--- src/rtl/inst_fetch_resp_if.sv ---
// Instruction-memory read bus between the fetch responder (master) and the memory (slave).
// A request is held until a one-cycle ack returns the read data.
interface inst_fetch_resp_if #(
  parameter int ADDR_W = 32,
  parameter int DATA_W = 32
);
  logic              mem_req;
  logic [ADDR_W-1:0] mem_addr;
  logic              mem_ack;
  logic [DATA_W-1:0] mem_rdata;

  modport master (
    output mem_req,
    output mem_addr,
    input  mem_ack,
    input  mem_rdata
  );

  modport slave (
    input  mem_req,
    input  mem_addr,
    output mem_ack,
    output mem_rdata
  );
endinterface

--- src/rtl/inst_fetch_resp.sv ---
// Fetch-stage instruction responder: one-entry fetch buffer serving hits at zero latency,
// misses fetched over the req/ack memory bus while a stall is requested.
module inst_fetch_resp #(
  parameter int ADDR_W = 32,
  parameter int DATA_W = 32
) (
  input  logic              clk,
  input  logic              rst,
  input  logic              ce,
  input  logic [ADDR_W-1:0] pc,
  input  logic              flush,
  output logic [DATA_W-1:0] inst,
  output logic              stallreq,
  output logic              inst_addr_err,
  inst_fetch_resp_if.master mem
);

  typedef enum logic [1:0] {
    IDLE  = 2'd0,
    REQ   = 2'd1,
    DRAIN = 2'd2
  } state_t;

  state_t            state_q, state_d;
  logic              mem_req_q, mem_req_d;
  logic [ADDR_W-1:0] mem_addr_q, mem_addr_d;
  logic              buf_valid_q, buf_valid_d;
  logic [ADDR_W-1:0] buf_tag_q, buf_tag_d;
  logic [DATA_W-1:0] buf_data_q, buf_data_d;

  logic hit;
  logic mis;
  logic fetch_miss;

  always_comb begin
    mis           = ce & (pc[1:0] != 2'b00);
    hit           = ce & buf_valid_q & (buf_tag_q == pc);
    fetch_miss    = ce & ~mis & ~hit & ~flush;
    inst          = (hit && state_q == IDLE && !flush) ? buf_data_q : '0;
    inst_addr_err = mis;
    stallreq      = ce & ~mis & ~flush & ((state_q != IDLE) | ~hit);
  end

  // A request, once issued, is always held until its ack; a flush only decides whether the data is kept.
  always_comb begin
    state_d     = state_q;
    mem_req_d   = mem_req_q;
    mem_addr_d  = mem_addr_q;
    buf_valid_d = buf_valid_q;
    buf_tag_d   = buf_tag_q;
    buf_data_d  = buf_data_q;
    case (state_q)
      IDLE: begin
        if (fetch_miss) begin
          mem_req_d  = 1'b1;
          mem_addr_d = pc;
          state_d    = REQ;
        end
      end
      REQ: begin
        if (mem.mem_ack) begin
          if (!flush) begin
            buf_valid_d = 1'b1;
            buf_tag_d   = mem_addr_q;
            buf_data_d  = mem.mem_rdata;
          end
          mem_req_d = 1'b0;
          state_d   = IDLE;
        end else if (flush) begin
          state_d = DRAIN;
        end
      end
      DRAIN: begin
        if (mem.mem_ack) begin
          mem_req_d = 1'b0;
          state_d   = IDLE;
        end
      end
      default: begin
        mem_req_d = 1'b0;
        state_d   = IDLE;
      end
    endcase
  end

  always_ff @(posedge clk or negedge rst) begin
    if (!rst) begin
      state_q     <= IDLE;
      mem_req_q   <= 1'b0;
      mem_addr_q  <= '0;
      buf_valid_q <= 1'b0;
      buf_tag_q   <= '0;
      buf_data_q  <= '0;
    end else begin
      state_q     <= state_d;
      mem_req_q   <= mem_req_d;
      mem_addr_q  <= mem_addr_d;
      buf_valid_q <= buf_valid_d;
      buf_tag_q   <= buf_tag_d;
      buf_data_q  <= buf_data_d;
    end
  end

  assign mem.mem_req  = mem_req_q;
  assign mem.mem_addr = mem_addr_q;

endmodule

--- src/flat_wrapper.sv ---
// flat-port wrapper written by rule: the top's interface ports become plain ports
module inst_fetch_resp_flat 
#(
  parameter int ADDR_W = 32,
  parameter int DATA_W = 32
)
  (clk, rst, ce, pc, flush, inst, stallreq, inst_addr_err, mem_mem_req, mem_mem_addr, mem_mem_ack, mem_mem_rdata);
  inst_fetch_resp_if #(.ADDR_W(ADDR_W), .DATA_W(DATA_W)) mem_i ();
  input  logic clk;
  input  logic rst;
  input  logic ce;
  input  logic [ADDR_W-1:0] pc;
  input  logic flush;
  output logic [DATA_W-1:0] inst;
  output logic stallreq;
  output logic inst_addr_err;
  output wire logic [$bits(mem_i.mem_req)-1:0] mem_mem_req;
  output wire logic [$bits(mem_i.mem_addr)-1:0] mem_mem_addr;
  input wire logic [$bits(mem_i.mem_ack)-1:0] mem_mem_ack;
  input wire logic [$bits(mem_i.mem_rdata)-1:0] mem_mem_rdata;
  assign mem_mem_req = mem_i.mem_req;
  assign mem_mem_addr = mem_i.mem_addr;
  assign mem_i.mem_ack = mem_mem_ack;
  assign mem_i.mem_rdata = mem_mem_rdata;
  inst_fetch_resp #(.ADDR_W(ADDR_W), .DATA_W(DATA_W)) u_core (.clk(clk), .rst(rst), .ce(ce), .pc(pc), .flush(flush), .inst(inst), .stallreq(stallreq), .inst_addr_err(inst_addr_err), .mem(mem_i));
endmodule
--- config.mk ---
export PLATFORM = sky130hd
export DESIGN_NAME = inst_fetch_resp_flat
export DESIGN_NICKNAME = d
export VERILOG_FILES = /design/src/rtl/inst_fetch_resp_if.sv /design/src/rtl/inst_fetch_resp.sv /design/src/flat_wrapper.sv
export SDC_FILE = /design/constraint.sdc
export NUM_CORES = 1
export LEC_CHECK = 0
export CAP_MARGIN = 10
export CORE_MARGIN = 3
export CORE_UTILIZATION = 47
export CTS_CLUSTER_DIAMETER = 80
export DETAILED_ROUTE_END_ITERATION = 10
export GPL_ROUTABILITY_DRIVEN = 0
export PLACE_DENSITY = 0.86
export SLEW_MARGIN = 25
export SYNTH_ARGS = -nofsm -noshare
export SYNTH_HDL_FRONTEND = slang
export SYNTH_SLANG_ARGS = --single-unit
export TNS_END_PERCENT = 5
--- constraint.sdc ---
create_clock -name clk -period 4 [get_ports clk]
set_clock_uncertainty 0.2 [all_clocks]
set_input_delay 1 -clock clk [delete_from_list [all_inputs] [get_ports clk]]
set_output_delay 1 -clock clk [all_outputs]
set_load 0.1 [all_outputs]
* After elaboration in Yosys (flattened, before gate mapping)
Cells that the tools add are included.
** Operators by class
- Reductions and logical operators :: 11
- Muxes and demuxes :: 9
- Equal/unequal tests :: 7
- Bitwise operators :: 12
** Operator list (number)
- 32-bit == test :: 1
- 32-bit two-way mux :: 1
- 1-bit AND :: 8
- 2-bit two-way mux :: 4
- 2-bit case mux with 3 select lines :: 1
- 3-bit AND reduction :: 2
- 2-bit by 1-bit inequality test with 1-bit output (second input constant) :: 2
- 2-bit AND reduction :: 2
- 2-bit nonzero test :: 2
- 3-bit inequality test (second input constant) :: 1
- 1-bit inverter :: 3
- 2-bit by 1-bit == test with 1-bit output (second input constant) :: 1
- 2-bit == test (second input constant) :: 1
- 1-bit logical AND :: 2
- 2-bit logical NOT :: 1
- 1-bit two-way mux :: 2
- 2-bit inequality test (second input constant) :: 1
- 1-bit case mux with 2 select lines :: 1
- 2-bit OR reduction :: 1
- 1-bit logical NOT :: 1
- 1-bit OR :: 1
** Storage, ports and cells
- Output and inout bits :: 67
- Bits of input ports :: 69
- Logic and storage cells :: 45
- Flip-flop bits (word level) :: 100

* Logic depth before layout (Yosys ltp)
Gate-level depths: netlist (run 1).
- Depth in word-level cells :: 8
- Gate-level depth with buffers :: 8
- Depth with buffers taken out :: 8

* Least setup slack after synthesis (run 1)
No wires, ideal clock.
- Kind :: input-to-output
- From :: input pc[9]
- To :: output stallreq
- Arrival :: 3651 ps
- Cell stages on the path :: 6
- Setup slack :: -851 ps
- Data required time :: 2800 ps
- Path buffers :: 0
- Cells stage by stage :: xor2_1 > nand4bb_1 > nor2_1 > nand4_1 > nor4_1 > a21boi_0
** On the way
- Longest elaborated chain between the ends :: 5
** Ends and longest elaborated chain
- start, declared :: RTL line flat_wrapper.sv:12 : input logic [ADDR_W-1:0] pc;
- 32-bit == test :: RTL line inst_fetch_resp.sv:37 : hit = ce & buf_valid_q & (buf_tag_q == pc);
- 1-bit AND :: RTL line inst_fetch_resp.sv:37
- 1-bit inverter :: RTL line inst_fetch_resp.sv:41 : stallreq = ce & ~mis & ~flush & ((state_q != IDLE) | ~hit);
- 1-bit OR :: RTL line inst_fetch_resp.sv:41
- 1-bit AND :: RTL line inst_fetch_resp.sv:41
- end, declared :: RTL line flat_wrapper.sv:15 : output logic stallreq;
Every way passes these cells.

* Worst setup path after layout (run 1)
- From :: input pc[10]
- To :: output inst[23]
** On the way
- Longest elaborated chain between the ends :: 5
** Ends and longest elaborated chain
- 32-bit == test :: RTL line inst_fetch_resp.sv:37
- 1-bit AND :: RTL line inst_fetch_resp.sv:37
- 1-bit logical AND (2 in series) :: RTL line inst_fetch_resp.sv:39 : inst = (hit && state_q == IDLE && !flush) ? buf_data_q : '0;
- 32-bit two-way mux :: RTL line inst_fetch_resp.sv:39
- end, declared :: RTL line flat_wrapper.sv:14 : output logic [DATA_W-1:0] inst;
Every way passes these cells.

==> results.cfg, run 1 <==
[min_path]
hp-class = reg -> reg
holdPathStages = 1

[cells_and_area]
fillers = 611
final_common_cell = dfrtp_1
multi_input_area_sq_mm = 0.00219
drive_above_1_share_pct = 49.8
mostFrequentLayoutCells = dfrtp_1, mux2_2, clkdlybuf4s50_1, buf_12, buf_4
fin_nets = 572
area_delta_synth_final_pct = 56.2
regArea_sq_mm = 0.00250

[clock_network]
numCtsBuffers = 9
path_clk_slew_ns = 0.08
clkLatencyLatePin_ns = 0.35
clockRootBuffer = clkbuf_8
ctsHoldBuffers = 0
clockBufferDepth = 2
cts_sinks = 100
cts_tree = done
cts.htree.levels = 3

[pwr]
p_leak_nw = 3.15
ir_worst_vdd_mv = 0.823
design_power_total_mw = 5.21
power.density_mw_per_mm2 = 728

[logic_synthesis]
synth-seq-cells = 100
yosys.area.top_type = dfrtp_1
synth_edf_count = 0
yosysUniqueCellTypes = 34
synth_warnings = 0
syn_nets = 404
synthFlopType = dfrtp_1
synth.avg_cell_area_sq_um = 13.8
synth-async-reset-ratio_pct = 100
synth_area_sq_mm = 0.00458
postSynthCellCount = 332
yosysSeqAreaShare_pct = 54.6
synth_area_leaders = dfrtp_1, mux2_2, and2_2, mux2_4, xnor2_1
synth_top_area_share_pct = 54.6

[floorplan]
start_util_pct = 48.9
design.core.area_sq_mm = 0.00937
die_h_um = 105
die_w_um = 105
fp-row-count = 35
ioPinCount = 136
dieArea_sq_mm = 0.0110

[routing]
drc = 0
viasPerCell = 5.11
avgRoutedWirePerCell_um = 18.1
vias = 3240
drt_iter0_markers = 101
totalWireLength_um = 11500
ant_nets = 0
drt_first_pass_iters = 6

[global_routing]
grt_pass1_wl_um = 18600
overflow = 0
grt_max_degree = 90
grt_pass1_vias = 3493
antenna_found_initial = 1
grt_usage_pct = 21.5

[critical_path]
cp-end-kind = output port
worstPathArrival_ns = 3.31
crit_top_cell = buf_12
crit_chain = clkbuf_2 -> xor2_1 -> or4_4 -> nor4_4 -> nand4_1 -> nor3b_4 -> buf_12 -> buf_8 -> buf_12 -> and2_4 -> buf_12
crit_path_top_delay_cell = or4_4
worstSetupPathType = in -> out
max_stage_delay_ns = 0.54
crit_required_ns = 2.80
worstRegToRegCells = 8
start_kind = primary input
crit_fanout = 8

[sta]
rsz0062_at_grt = true
slew_violations = 0
period_share_pct = 113
final-setup-viol-count = 33
fin_ws_ns = -0.515
min_period_ns = 4.51
max_clock_freq_ghz = 0.222
finalHoldWorstSlack_ns = 0.311
finalHoldViolations = 0
relSlewSlack_pct = 33.9
worstMarginPinSlew_ns = 0.988
finalSetupTns_ns = -16.29

[place]
place_ws_ns = -0.770
port_buffers = 135
hpwl_um = 7980

[status]
failed_checks = negative setup slack
status = complete, but fails checks

[job]
drv_cap = 0
[logic make-up (layout without fill, tap and decap cells)]
family / Yosys count / count (layout) / synth area share, %
flops: 100 / 100 / 54.6
mux: 94 / 94 / 23.9
simple gates: 78 / 78 / 11.7
xor+xnor: 27 / 27 / 5.16
buf+inv: 20 / 192 / 2.30
compound gates: 10 / 10 / 1.53
fa+ha+maj: 3 / 3 / 0.820
other cells: 0 / 1 / 0
[layout make-up]
cell class              count  area share [%]
flip-flops and latches    100            35.0
multi-input cells         212            30.6
repair buffers            171            28.5
well taps                 129            2.26
clock buffers              11            1.98
clock inverters             4            1.36
inverters                   6           0.315
diodes                      1          0.0350
[stage by stage]
stage / util (%) / cells / cell area [sq um]
floorplan: - / 332 / 4630
global placement: 70.5 / 608 / 6610
detailed placement: 70.6 / 608 / 6610
CTS: 75.9 / 630 / 7120
global route: 76.3 / 633 / 7150
finish: 76.3 / 634 / 7150
[final timing paths]
path	startpoint	endpoint	slack (ns)
min reg2reg	u_core.buf_data_q[20]	u_core.buf_data_q[20]	0.31
min in group asynchronous	rst	u_core.buf_tag_q[23]	0.50
max in group asynchronous	rst	u_core.mem.mem_req	2.40
max	pc[10]	inst[23]	-0.51
min	u_core.buf_data_q[20]	u_core.buf_data_q[20]	0.31
max reg2reg	u_core.buf_tag_q[14]	u_core.mem.mem_addr[9]	1.05
[sequential cells by signal (all words and copies together), names as in the netlist]
name	count
u_core.buf_tag_q	32
u_core.buf_valid_q	1
u_core.state_q	2
u_core.mem.mem_addr	32
u_core.mem.mem_req	1
u_core.buf_data_q	32
[routing by layer]
| layer | GRT usage (%) | part of all wire, % |
|---|---|---|
| met1 | 27.5 | 42 |
| met2 | 36.3 | 50 |
| met3 | 5.44 | 6.5 |
| met4 | 6.56 | 1.3 |
| met5 | 0 | 0 |
[critical path, delay by kind of cell]
kind	cells	cell delay, ns
simple gates	5	1.51
xor+xnor	1	0.16
buf+inv	5	0.64
[power breakdown]
group / total [mW] / leakage, nW / internal (mW) / switching [mW]
Clock: 0.760 / 0.116 / 0.430 / 0.330
Combinational: 2.62 / 1.81 / 0.976 / 1.64
Sequential: 1.83 / 1.23 / 1.48 / 0.352
Total: 5.21 / 3.15 / 2.88 / 2.33
[synthesized netlist by cell type, drive strengths merged (2+ instances only)]
master and n:
and3 2, o221ai 2, dfrtp 100, nor2 2, o21a 2, nor3b 2
mux2 94, ha 3, nand3 3, o21ai 2, nor2b 4, xor2 12
xnor2 15, clkbuf 10, and2 32, inv 6, nand4 7, nor3 3
nand4bb 2, nand2 2, nand2b 8, nand4b 2, or4 2, nor4 4
buf 4
[what timing repair did]
| item | 4_1_cts | 5_1_grt |
|---|---|---|
| endpoints found under the setup margin | 33 | 33 |
| resized for setup | 66 | 11 |
| pin swaps | 57 | 7 |
| cloned | 3 | 0 |
| setup buffers | 4 | 3 |
No activity file was read; power rests on OpenSTA's default activity.
==> inputs of run 2 (changes only) <==
Settings changed: SETUP_SLACK_MARGIN set to 0.05.
==> results of run 2 <==
No change in the layout: final DEF, timing and power equal those of run 1.
